==> config.mk <==
export PLATFORM = sky130hd
export DESIGN_NAME = arb2x1_rr
export DESIGN_NICKNAME = d
export VERILOG_FILES = /design/src/rtl/arb2x1_rr.sv
export SDC_FILE = /design/constraint.sdc
export NUM_CORES = 1
export LEC_CHECK = 0
export CORE_MARGIN = 1.5
export CORE_UTILIZATION = 37
export DETAILED_ROUTE_END_ITERATION = 8
export PLACE_DENSITY = 0.76
export RECOVER_POWER = 25
export SLEW_MARGIN = 20
export SYNTH_ARGS = -nofsm -noshare
export SYNTH_HDL_FRONTEND = slang
export SYNTH_SLANG_ARGS = --single-unit
==> constraint.sdc <==
create_clock -name clk -period 1.6 [get_ports clk]
set_input_delay 0.16 -clock clk [delete_from_list [all_inputs] [get_ports clk]]
set_output_delay 0.16 -clock clk [all_outputs]
set_load 0.005 [all_outputs]
==> src/rtl/arb2x1_rr.sv <==
// Two-input round-robin packet arbiter with a registered output stage.
// Grant is held for a whole packet (delimited by last) so packets never interleave.

module mux2x1 #(
    parameter int DW = 8
) (
    input  logic [DW-1:0] a,
    input  logic [DW-1:0] b,
    input  logic          sel,
    output logic [DW-1:0] y
);

    assign y = sel ? b : a;

endmodule

module arb2x1_rr #(
    parameter int DW = 8
) (
    input  logic          clk,
    input  logic          rst,
    input  logic          in0_valid,
    input  logic [DW-1:0] in0_data,
    input  logic          in0_last,
    output logic          in0_ready,
    input  logic          in1_valid,
    input  logic [DW-1:0] in1_data,
    input  logic          in1_last,
    output logic          in1_ready,
    output logic          out_valid,
    output logic [DW-1:0] out_data,
    output logic          out_last,
    output logic          out_src,
    input  logic          out_ready
);

    localparam logic [1:0] IDLE  = 2'd0;
    localparam logic [1:0] LOCK0 = 2'd1;
    localparam logic [1:0] LOCK1 = 2'd2;

    logic [1:0]    state;
    logic          last_grant;
    logic          can_load;
    logic          gnt_valid;
    logic          gnt;
    logic          gnt_last;
    logic [DW-1:0] mux_out;

    assign can_load = !out_valid || out_ready;

    // Readies are also held low while rst is asserted, so nothing is
    // accepted while the output register is being cleared.
    always_comb begin
        // NOTE: defaults first so every path assigns both outputs (no latch).
        gnt_valid = 1'b0;
        gnt       = 1'b0;
        if (can_load && !rst) begin
            case (state)
                IDLE: begin
                    if (in0_valid && in1_valid) begin
                        gnt_valid = 1'b1;
                        gnt       = !last_grant;
                    end else if (in0_valid) begin
                        gnt_valid = 1'b1;
                    end else if (in1_valid) begin
                        gnt_valid = 1'b1;
                        gnt       = 1'b1;
                    end
                end
                LOCK0: gnt_valid = in0_valid;
                LOCK1: begin
                    gnt_valid = in1_valid;
                    gnt       = 1'b1;
                end
                default: ;
            endcase
        end
    end

    assign in0_ready = gnt_valid && !gnt;
    assign in1_ready = gnt_valid && gnt;
    assign gnt_last  = gnt ? in1_last : in0_last;

    mux2x1 #(.DW(DW)) u_mux (
        .a   (in0_data),
        .b   (in1_data),
        .sel (gnt),
        .y   (mux_out)
    );

    // NOTE: non-blocking assignments for all registered state.
    always_ff @(posedge clk or posedge rst) begin
        if (rst) begin
            out_valid  <= 1'b0;
            out_data   <= '0;
            out_last   <= 1'b0;
            out_src    <= 1'b0;
            state      <= IDLE;
            last_grant <= 1'b1;
        end else if (can_load) begin
            out_valid <= gnt_valid;
            if (gnt_valid) begin
                out_data <= mux_out;
                out_last <= gnt_last;
                out_src  <= gnt;
                if (gnt_last) begin
                    state      <= IDLE;
                    last_grant <= gnt;
                end else begin
                    state <= gnt ? LOCK1 : LOCK0;
                end
            end
        end
    end

endmodule

### After elaboration in Yosys (flattened, before gate mapping)

Index checks and enable logic that the tools add are counted.

| operators by class | value |
|---|---|
| reductions and logical operators | 12 |
| equal/unequal tests | 2 |
| mux-type cells | 13 |

Operators with widths:

| cell | number |
|---|---|
| 2-to-1 mux 1 bit | 8 |
| 2-to-1 mux 8 bit | 1 |
| logical AND 1 bit | 4 |
| zero test 1 bit | 4 |
| 2-to-1 mux 2 bit | 2 |
| one-hot mux 1 bit (3 select lines) | 1 |
| AND reduction 3 bit | 1 |
| == test 2 x 1 -> 1 bit, second input constant | 1 |
| == test 2 bit, second input constant | 1 |
| zero test 2 bit | 1 |
| one-hot mux 1 bit (2 select lines) | 1 |
| AND reduction 2 bit | 1 |
| logical OR 1 bit | 1 |

| word-level totals | value |
|---|---|
| word-level logic and storage cells | 33 |
| bits of input ports | 23 |
| bits in registers | 14 |

### Longest topological paths before layout

Gate-level depths: netlist of run 1.

| logic depth | value |
|---|---|
| word-level depth | 7 |
| mapped depth | 5 |

### By module

From an unflattened synthesis of run 1, not the netlist that was laid out.

| second synthesis, totals | value |
|---|---|
| cells, all modules | 73 |
| area total of the unflattened synthesis | 758.2 um^2 |

By module, submodules not included:

| module | times used | area each (um^2) | sequential area each (um^2) | cells each |
|---|---|---|---|---|
| arb2x1_rr | 1 | 626.9 | 351.6 | 64 |
| mux2x1 | 1 | 131.4 | 0.0 | 9 |

### Worst setup path before layout of run 1

No wires, ideal clock.

| path | value |
|---|---|
| kind | register to register |
| from | register state[1] |
| to | register out_data[0] |
| setup time | 0.122 ns |
| setup slack | 0.226 ns |
| buffers on the path | 1 |
| period minus slack after synthesis | 1.374 ns |
| stages on the path, launching flop included | 6 |
| required time | 1.478 ns |
| arrival time | 1.252 ns |
| cell sequence | dfrtp_1 -> nand2b_4 -> a221o_1 -> buf_2 -> a21oi_1 -> a21oi_1 |

| on the way | value |
|---|---|
| word-level cells in the longest chain between the ends | 4 |
| elaborated cells on any way between the ends | 9 |
| those cells by class | 2 x eq/ne; 5 x mux; 2 x reduce/logical |

Ends and longest elaborated chain:

| what | line | text |
|---|---|---|
| from (decl) | 41 | `logic [1:0] state;` |
| from (signal assigned) | 110 | `state <= gnt ? LOCK1 : LOCK0;` |
| == test 2 bit (tied with other cells) | 58 | `case (state)` |
| one-hot mux 1 bit (3 select lines) / one-hot mux 1 bit (2 select lines) (equally long branches) | 58 |  |
| 2-to-1 mux 1 bit | 57 | `if (can_load && !rst) begin` |
| AND reduction 2 bit (no source line) / 2-to-1 mux 8 bit (equally long branches) | -- |  |
| to (signal assigned) | 103 | `out_data <= mux_out;` |
| to (decl) | 31 | `output logic [DW-1:0] out_data,` |

Several ways; a longest one is shown, not always the timed one.
A chain may end at the register's enable or synchronous reset.

### Worst setup path after layout of run 1

| path | value |
|---|---|
| from | register state[1] |
| to | register out_data[2] |

The elaborated chain is that of the path after synthesis.

==> results of run 1 <==
-- through the flow --
stage | instance area [µm²] | hold WS, ps | cells
detailed placement | 1120 | 479 | 142
CTS | 1190 | 352 | 150
global route | 1210 | 416 | 151
floorplan | 677 | 48.5 | 75
finish | 1210 | 419 | 151
global placement | 1120 | 462 | 142
-- per-layer routing --
metal,global-route usage (%),up-vias
met1,23.0,344
met5,0,-
met2,38.6,34
met3,2.78,5
li1,-,357
met4,8.57,0
-- area by class of cell --
| class | instances | share of cell area, % |
|---|---|---|
| clock buffers | 4 | 2.18 |
| multi-input cells | 55 | 27.2 |
| well taps | 25 | 2.59 |
| inverters | 3 | 0.933 |
| flip-flops and latches | 14 | 29.1 |
| repair buffers | 50 | 38.0 |
-- worst max-delay path, stage by stage, from the launching register on --
cell and delay (ps):
sky130_fd_sc_hd__dfrtp_1 390, sky130_fd_sc_hd__nand2b_4 150, sky130_fd_sc_hd__a221o_1 340, sky130_fd_sc_hd__buf_4 140, sky130_fd_sc_hd__buf_4 180, sky130_fd_sc_hd__a21oi_1 150, sky130_fd_sc_hd__a21oi_1 80
-- final timing paths --
kind	start	endpoint	slack (ps)	cells after the start
max in group asynchronous	rst	last_grant	780	2
min reg2reg	out_src	out_src	490	2
min	in1_data[5]	out_data[5]	420	3
max	state[1]	out_data[2]	70	6
max reg2reg	state[1]	out_data[2]	70	6
min in group asynchronous	rst	out_data[2]	450	2
-- Yosys cell counts (2+ instances only) --
| cell | count | share of area [%] |
|---|---|---|
| sky130_fd_sc_hd__a21oi_1 | 19 | 14 |
| sky130_fd_sc_hd__nand2_1 | 15 | 8.3 |
| sky130_fd_sc_hd__dfrtp_1 | 13 | 48 |
| sky130_fd_sc_hd__nor2_1 | 10 | 5.5 |
| sky130_fd_sc_hd__inv_1 | 3 | 1.7 |
| sky130_fd_sc_hd__buf_2 | 2 | 1.5 |
-- logic make-up (layout without fill, tap and decap cells) --
kind of cell,Yosys count,count (layout),synth area share [%]
and+or+nand+nor,27,27,16.8
DFF,14,14,51.9
AOI/OAI and AO/OA,28,28,27.0
buffers and inverters,6,57,4.25
-- repair_timing --
action / CTS / global route
buffers inserted: 4 / 1
pin swaps: 5 / 4
hold endpoints to repair: 0 / 0
cloned: 0 / 0
resized for setup: 13 / 2
endpoints found under the setup margin: 2 / 6
-- sequential cells by signal, indices dropped and copies added, names as in the netlist --
name and count:
out_data 8, state 2, out_src 1, out_valid 1
last_grant 1, out_last 1
-- cells in the final DEF (no fill, tap or decap), types with 2 or more instances in the layout --
master,Yosys,routed
sky130_fd_sc_hd__inv_1,3,2
sky130_fd_sc_hd__clkbuf_4,0,3
sky130_fd_sc_hd__a21oi_1,19,19
sky130_fd_sc_hd__nand2_1,15,14
sky130_fd_sc_hd__nor2_1,10,10
sky130_fd_sc_hd__clkdlybuf4s50_1,0,32
sky130_fd_sc_hd__buf_4,1,15
sky130_fd_sc_hd__nand2b_4,1,2
sky130_fd_sc_hd__dfrtp_1,13,13
-- report_power, final --
part	internal, mW	leakage [nW]	switching, mW
Clock	0.0968	0.0150	0.114
Sequential	0.525	0.161	0.0942
Combinational	0.622	0.356	0.402
Total	1.24	0.533	0.611
==> run_summary.xml, run 1 <==
<?xml version="1.0" encoding="UTF-8"?>
<metrics>
  <group name="sta">
    <metric name="clock_skew" unit="ps">1.17</metric>
    <metric name="setup_viol_count_final" unit="">0</metric>
    <metric name="maxSlewHeadroom" unit="%">63.1</metric>
    <metric name="timing.setup.tns" unit="ps">0</metric>
    <metric name="final_critical_path_setup_slack" unit="ps">67.2</metric>
    <metric name="min_period_over_period" unit="%">95.8</metric>
    <metric name="finalHoldViolations" unit="">0</metric>
    <metric name="period_minus_slack" unit="ps">1530</metric>
    <metric name="grt_setup_unrepaired" unit="">true</metric>
    <metric name="worstMarginPinSlew" unit="ps">553</metric>
    <metric name="fmax" unit="MHz">652</metric>
    <metric name="slew_violations" unit="">0</metric>
  </group>
  <group name="synthesis">
    <metric name="count_of_yosys_warnings_during_synthesis" unit="">0</metric>
    <metric name="synth_enable_flop_cells" unit="">0</metric>
    <metric name="mappedNetlistArea" unit="µm²">677</metric>
    <metric name="synth_seq_area_share" unit="%">51.9</metric>
    <metric name="ys_ff_latch" unit="">14</metric>
    <metric name="syn_nets" unit="">98</metric>
    <metric name="netlist-cell-type-count" unit="">19</metric>
    <metric name="synth_ff_type" unit="">sky130_fd_sc_hd__dfrtp_1</metric>
    <metric name="asyncSetResetFlopFracSynth" unit="%">100</metric>
    <metric name="syn_avg_cell_area" unit="µm²">9.03</metric>
    <metric name="synth_cells" unit="">75</metric>
  </group>
  <group name="setup_path">
    <metric name="crit_required" unit="ps">1770</metric>
    <metric name="crit_path_start_kind" unit="">flip-flop</metric>
    <metric name="cp_data_arrival_time" unit="ps">1700</metric>
    <metric name="timing.setup.critical_path_class" unit="">flip-flop to flip-flop</metric>
    <metric name="timing.critical_path.fanout_max" unit="">13</metric>
    <metric name="critical_path.endpoint_type" unit="">flip-flop</metric>
  </group>
  <group name="cells_and_area">
    <metric name="drive_gt1_share" unit="%">23.8</metric>
    <metric name="multi_input_area" unit="µm²">328</metric>
    <metric name="num-fill-cells" unit="">140</metric>
    <metric name="layout.core_utilization" unit="%">69.9</metric>
    <metric name="area.growth.synth_to_final" unit="%">78.4</metric>
    <metric name="insertedDiodeCount" unit="">0</metric>
    <metric name="seq_area" unit="µm²">352</metric>
    <metric name="nets" unit="">150</metric>
  </group>
  <group name="power">
    <metric name="peakVddDrop" unit="V">0.000858</metric>
    <metric name="tot_pwr" unit="mW">1.85</metric>
    <metric name="powerDensity" unit="nW/µm²">1540</metric>
    <metric name="p_leak" unit="nW">0.533</metric>
  </group>
  <group name="run_status">
    <metric name="outcome" unit="">completed</metric>
  </group>
  <group name="drt">
    <metric name="detailroute.via_count" unit="">740</metric>
    <metric name="drtAntennaViolNets" unit="">0</metric>
    <metric name="wl_met3" unit="µm">113</metric>
    <metric name="drt-met1-wl" unit="µm">762</metric>
    <metric name="drt-total-wl" unit="µm">1920</metric>
    <metric name="drc_errors" unit="">0</metric>
    <metric name="routed_via_density" unit="">4.90</metric>
    <metric name="highest_layer" unit="">met4</metric>
    <metric name="drtPass1Iterations" unit="">4</metric>
    <metric name="drtIter0Drc" unit="">11</metric>
    <metric name="route.detailed.wl_per_inst" unit="µm">12.7</metric>
    <metric name="wl_met2" unit="µm">1010</metric>
  </group>
  <group name="grt">
    <metric name="gr-total-overflow" unit="">0</metric>
    <metric name="grt_max_degree" unit="">15</metric>
    <metric name="grt_pass1_wl" unit="µm">3040</metric>
    <metric name="grt_usage" unit="%">20.6</metric>
    <metric name="grt_antenna_before_repair" unit="">0</metric>
    <metric name="via_count_of_the_first_global_routing_pass" unit="">715</metric>
  </group>
  <group name="cts">
    <metric name="cts_htree_levels" unit="">1</metric>
    <metric name="cts_root_buffer" unit="">sky130_fd_sc_hd__clkbuf_4</metric>
    <metric name="cts_tree" unit="">yes</metric>
    <metric name="holdBufCountCts" unit="">0</metric>
    <metric name="clockBufferDepth" unit="">2</metric>
    <metric name="cts_sinks" unit="">14</metric>
    <metric name="cts_buffer_count" unit="">3</metric>
    <metric name="worstSkewPairLatency" unit="ps">280</metric>
    <metric name="cts.reportedPaths.clkPinSlew" unit="ps">80</metric>
  </group>
  <group name="floorplanning">
    <metric name="design.die.area" unit="µm²">2090</metric>
    <metric name="start_util" unit="%">39.2</metric>
    <metric name="io_pins" unit="">36</metric>
    <metric name="placeable_area" unit="µm²">1730</metric>
    <metric name="die_w" unit="µm">45.8</metric>
    <metric name="site_row_count" unit="">15</metric>
    <metric name="die_height" unit="µm">45.8</metric>
  </group>
  <group name="placement">
    <metric name="dpl.hpwl" unit="µm">1380</metric>
    <metric name="io_buffers" unit="">35</metric>
    <metric name="gpl.final_weighted_congestion" unit="">0.830</metric>
    <metric name="preCtsSetupSlack" unit="ps">-274</metric>
  </group>
  <group name="job">
    <metric name="cap_violations" unit="">0</metric>
  </group>
  <group name="min_path">
    <metric name="min_path_type" unit="">input port to flip-flop</metric>
  </group>
</metrics>
Power figures use the tool's default switching activity.
==> run 2: changes to the inputs <==
- CORE_MARGIN: 1.5 -> 2
- CORE_UTILIZATION: 37 -> 40
- PLACE_DENSITY: 0.76 -> 0.82
- clock period: 1.6 -> 1.8 ns (I/O delays scaled with it)
==> run 2 against run 1 <==
Effect of this change: design area is 6.7% lower; non-clock buffer count is 7 lower; sequential share of layout area is 2.1 points higher; die area is 2.8% lower; register-to-register slack better by 350 ps; global-route usage is 0.68 points higher; total power is 15% lower; clock power is 8% higher; count of clock-buffer cells in the layout stayed put; combinational power is 22% lower; first-iteration DRC count is 9.1% lower; critical path type is now flip-flop to primary output; largest cell class unchanged.
==> run_summary.xml, run 2 (synthesis results as in run 1) <==
<?xml version="1.0" encoding="UTF-8"?>
<metrics>
  <group name="run_status">
    <metric name="outcome" unit="">completed</metric>
  </group>
  <group name="sta">
    <metric name="fmax" unit="MHz">587</metric>
    <metric name="worstMarginPinSlew" unit="ps">521</metric>
    <metric name="timing.setup.tns" unit="ps">0</metric>
    <metric name="clock_skew" unit="ps">3.27</metric>
    <metric name="setup_viol_count_final" unit="">0</metric>
    <metric name="period_minus_slack" unit="ps">1700</metric>
    <metric name="finalHoldViolations" unit="">0</metric>
    <metric name="grt_setup_unrepaired" unit="">false</metric>
    <metric name="maxSlewHeadroom" unit="%">65.2</metric>
    <metric name="slew_violations" unit="">0</metric>
    <metric name="min_period_over_period" unit="%">94.7</metric>
  </group>
  <group name="grt">
    <metric name="via_count_of_the_first_global_routing_pass" unit="">735</metric>
    <metric name="grt_pass1_wl" unit="µm">3110</metric>
    <metric name="grt_usage" unit="%">21.3</metric>
    <metric name="grt_max_degree" unit="">15</metric>
    <metric name="grt_antenna_before_repair" unit="">0</metric>
    <metric name="gr-total-overflow" unit="">0</metric>
  </group>
  <group name="placement">
    <metric name="dpl.hpwl" unit="µm">1320</metric>
    <metric name="io_buffers" unit="">35</metric>
    <metric name="dp_cells" unit="">130</metric>
    <metric name="gpl.final_weighted_congestion" unit="">0.727</metric>
  </group>
  <group name="cts">
    <metric name="cts_tree" unit="">yes</metric>
    <metric name="clockBufferDepth" unit="">2</metric>
    <metric name="cts_root_buffer" unit="">sky130_fd_sc_hd__clkbuf_4</metric>
    <metric name="worstSkewPairLatency" unit="ps">280</metric>
    <metric name="cts_buffer_count" unit="">3</metric>
    <metric name="cts_htree_levels" unit="">1</metric>
    <metric name="cts.reportedPaths.clkPinSlew" unit="ps">90</metric>
    <metric name="cts_sinks" unit="">14</metric>
  </group>
  <group name="cells_and_area">
    <metric name="insertedDiodeCount" unit="">0</metric>
    <metric name="layout.cells.most_common" unit="">sky130_fd_sc_hd__clkdlybuf4s50_1</metric>
    <metric name="nets" unit="">143</metric>
    <metric name="seq_area" unit="µm²">352</metric>
    <metric name="most-common-layout-cells" unit="">sky130_fd_sc_hd__clkdlybuf4s50_1 (32), sky130_fd_sc_hd__a21oi_1 (19), sky130_fd_sc_hd__nand2_1 (14)</metric>
    <metric name="multi_input_area" unit="µm²">299</metric>
    <metric name="area.growth.synth_to_final" unit="%">66.4</metric>
    <metric name="drive_gt1_share" unit="%">16.0</metric>
    <metric name="num-fill-cells" unit="">118</metric>
    <metric name="reg.largest.list" unit="">out_data: 8 flops, state: 2 flops</metric>
    <metric name="number_of_flip_flops_in_the_largest_register" unit="">8</metric>
    <metric name="regMostFlops" unit="">out_data</metric>
    <metric name="layout.cells.non_filler" unit="">135</metric>
  </group>
  <group name="floorplanning">
    <metric name="start_util" unit="%">43.9</metric>
    <metric name="die_w" unit="µm">45.1</metric>
    <metric name="placeable_area" unit="µm²">1540</metric>
    <metric name="site_row_count" unit="">14</metric>
    <metric name="io_pins" unit="">36</metric>
    <metric name="die_height" unit="µm">45.1</metric>
    <metric name="design.die.area" unit="µm²">2040</metric>
  </group>
  <group name="power">
    <metric name="peakVddDrop" unit="V">0.00100</metric>
    <metric name="p_int" unit="mW">1.06</metric>
    <metric name="switchingPower" unit="mW">0.521</metric>
    <metric name="power_frac_comb" unit="%">50.6</metric>
    <metric name="powerDensity" unit="nW/µm²">1400</metric>
    <metric name="proportion_of_total_power_due_to_net_switching" unit="%">33.0</metric>
    <metric name="tot_pwr" unit="mW">1.58</metric>
    <metric name="p_leak" unit="nW">0.502</metric>
    <metric name="part_of_the_total_power_dissipated_in_the_clock_network" unit="%">14.4</metric>
    <metric name="pwr-share-seq" unit="%">35.0</metric>
  </group>
  <group name="drt">
    <metric name="detailroute.via_count" unit="">712</metric>
    <metric name="drt-total-wl" unit="µm">1790</metric>
    <metric name="drtAntennaViolNets" unit="">0</metric>
    <metric name="routed_via_density" unit="">5.27</metric>
    <metric name="drtPass1Iterations" unit="">4</metric>
    <metric name="route.detailed.wl_per_inst" unit="µm">13.3</metric>
    <metric name="drtIter0Drc" unit="">10</metric>
    <metric name="drc_errors" unit="">0</metric>
  </group>
  <group name="setup_path">
    <metric name="maximum_single_stage_delay_on_the_critical_path" unit="ps">560</metric>
    <metric name="timing.critical_path.fanout_max" unit="">3</metric>
    <metric name="cp_data_arrival_time" unit="ps">1520</metric>
    <metric name="crit_required" unit="ps">1620</metric>
    <metric name="timing.setup.critical_path_class" unit="">flip-flop to primary output</metric>
    <metric name="critical_path.endpoint_type" unit="">primary output</metric>
    <metric name="rr_startpoint" unit="">state[1]</metric>
    <metric name="cell_chain_critical_path" unit="">a21boi_1 -&gt; o21ba_2 -&gt; nand2_2 -&gt; inv_1 -&gt; dlygate4sd2_1</metric>
    <metric name="timing.critical_path.slowest_stage_cell" unit="">sky130_fd_sc_hd__dfstp_2</metric>
    <metric name="crit_path_start_kind" unit="">flip-flop</metric>
    <metric name="crit_start" unit="">last_grant</metric>
  </group>
  <group name="min_path">
    <metric name="hold_path.startpoint" unit="">in1_data[5]</metric>
    <metric name="min_path_type" unit="">input port to flip-flop</metric>
  </group>
  <group name="job">
    <metric name="cap_violations" unit="">0</metric>
  </group>
</metrics>
==> run 2: changes by cell type in the layout (fill, tap and decap cells not counted), sizes merged <==
cell,change
buf,-9
dlygate4sd2,+2
==> run 2: metrics by stage <==
step | area (µm²) | util (%) | hold WS, ps | setup slack (ps)
floorplan | 677 | - | 68.5 | 426
global placement | 1080 | 70.2 | 462 | -107
detailed placement | 1080 | 70.2 | 469 | -105
CTS | 1120 | 72.9 | 337 | 76.4
global route | 1130 | 73.1 | 453 | 25.5
finish | 1130 | 73.1 | 425 | 95.6
==> run 2: power groups by stage <==
stage	Combinational (mW)	Clock, mW	Sequential (mW)
global placement	0.774	0	0.553
finish	0.798	0.227	0.552
floorplan	0.337	0	0.565
detailed placement	0.782	0	0.560
CTS	0.802	0.231	0.553
global route	0.888	0.242	0.570
==> run 2: critical path, delay by kind of cell (launching register included) <==
kind                   cells  cell delay, ps
AOI/OAI and AO/OA          2             310
DFF                        1             560
buffers and inverters      2             300
and+or+nand+nor            1              80
==> run 2: area by class of cell <==
type                       instances  share of cell area [%]
sequential                        14                    31.2
tap                               16                    1.78
inverter                           3                    1.00
clock buffer                       4                    3.22
multi-input combinational         55                    26.6
timing repair buffer              43                    36.2
==> run 2: what timing repair did <==
| action | in CTS | in global routing |
|---|---|---|
| setup endpoints to repair | 2 | 1 |
| hold buffers | 0 | 0 |
| gates resized for setup | 2 | 1 |
| buffers inserted | 1 | 0 |
| pin swaps | 2 | 0 |
==> run 2: final timing paths <==
| check | endpoint | slack [ps] | cells past startpoint |
|---|---|---|---|
| worst min-delay path | out_data[5] | 420 | 3 |
| worst max-delay path | in1_ready | 100 | 5 |
| worst max register to register | out_data[4] | 420 | 5 |
| min in group asynchronous | out_valid | 440 | 2 |
| worst min register to register | last_grant | 500 | 1 |
| max in group asynchronous | last_grant | 1000 | 2 |
==> run 2: metal layers <==
layer  share of wire (%)  vias to the layer above  GRT usage [%]
li1                    -                      342              -
met1                  40                      333           25.8
met2                  51                       33           34.9
met3                 7.7                        4           4.40
met4                 1.3                        0           12.4
met5                   0                        -              0
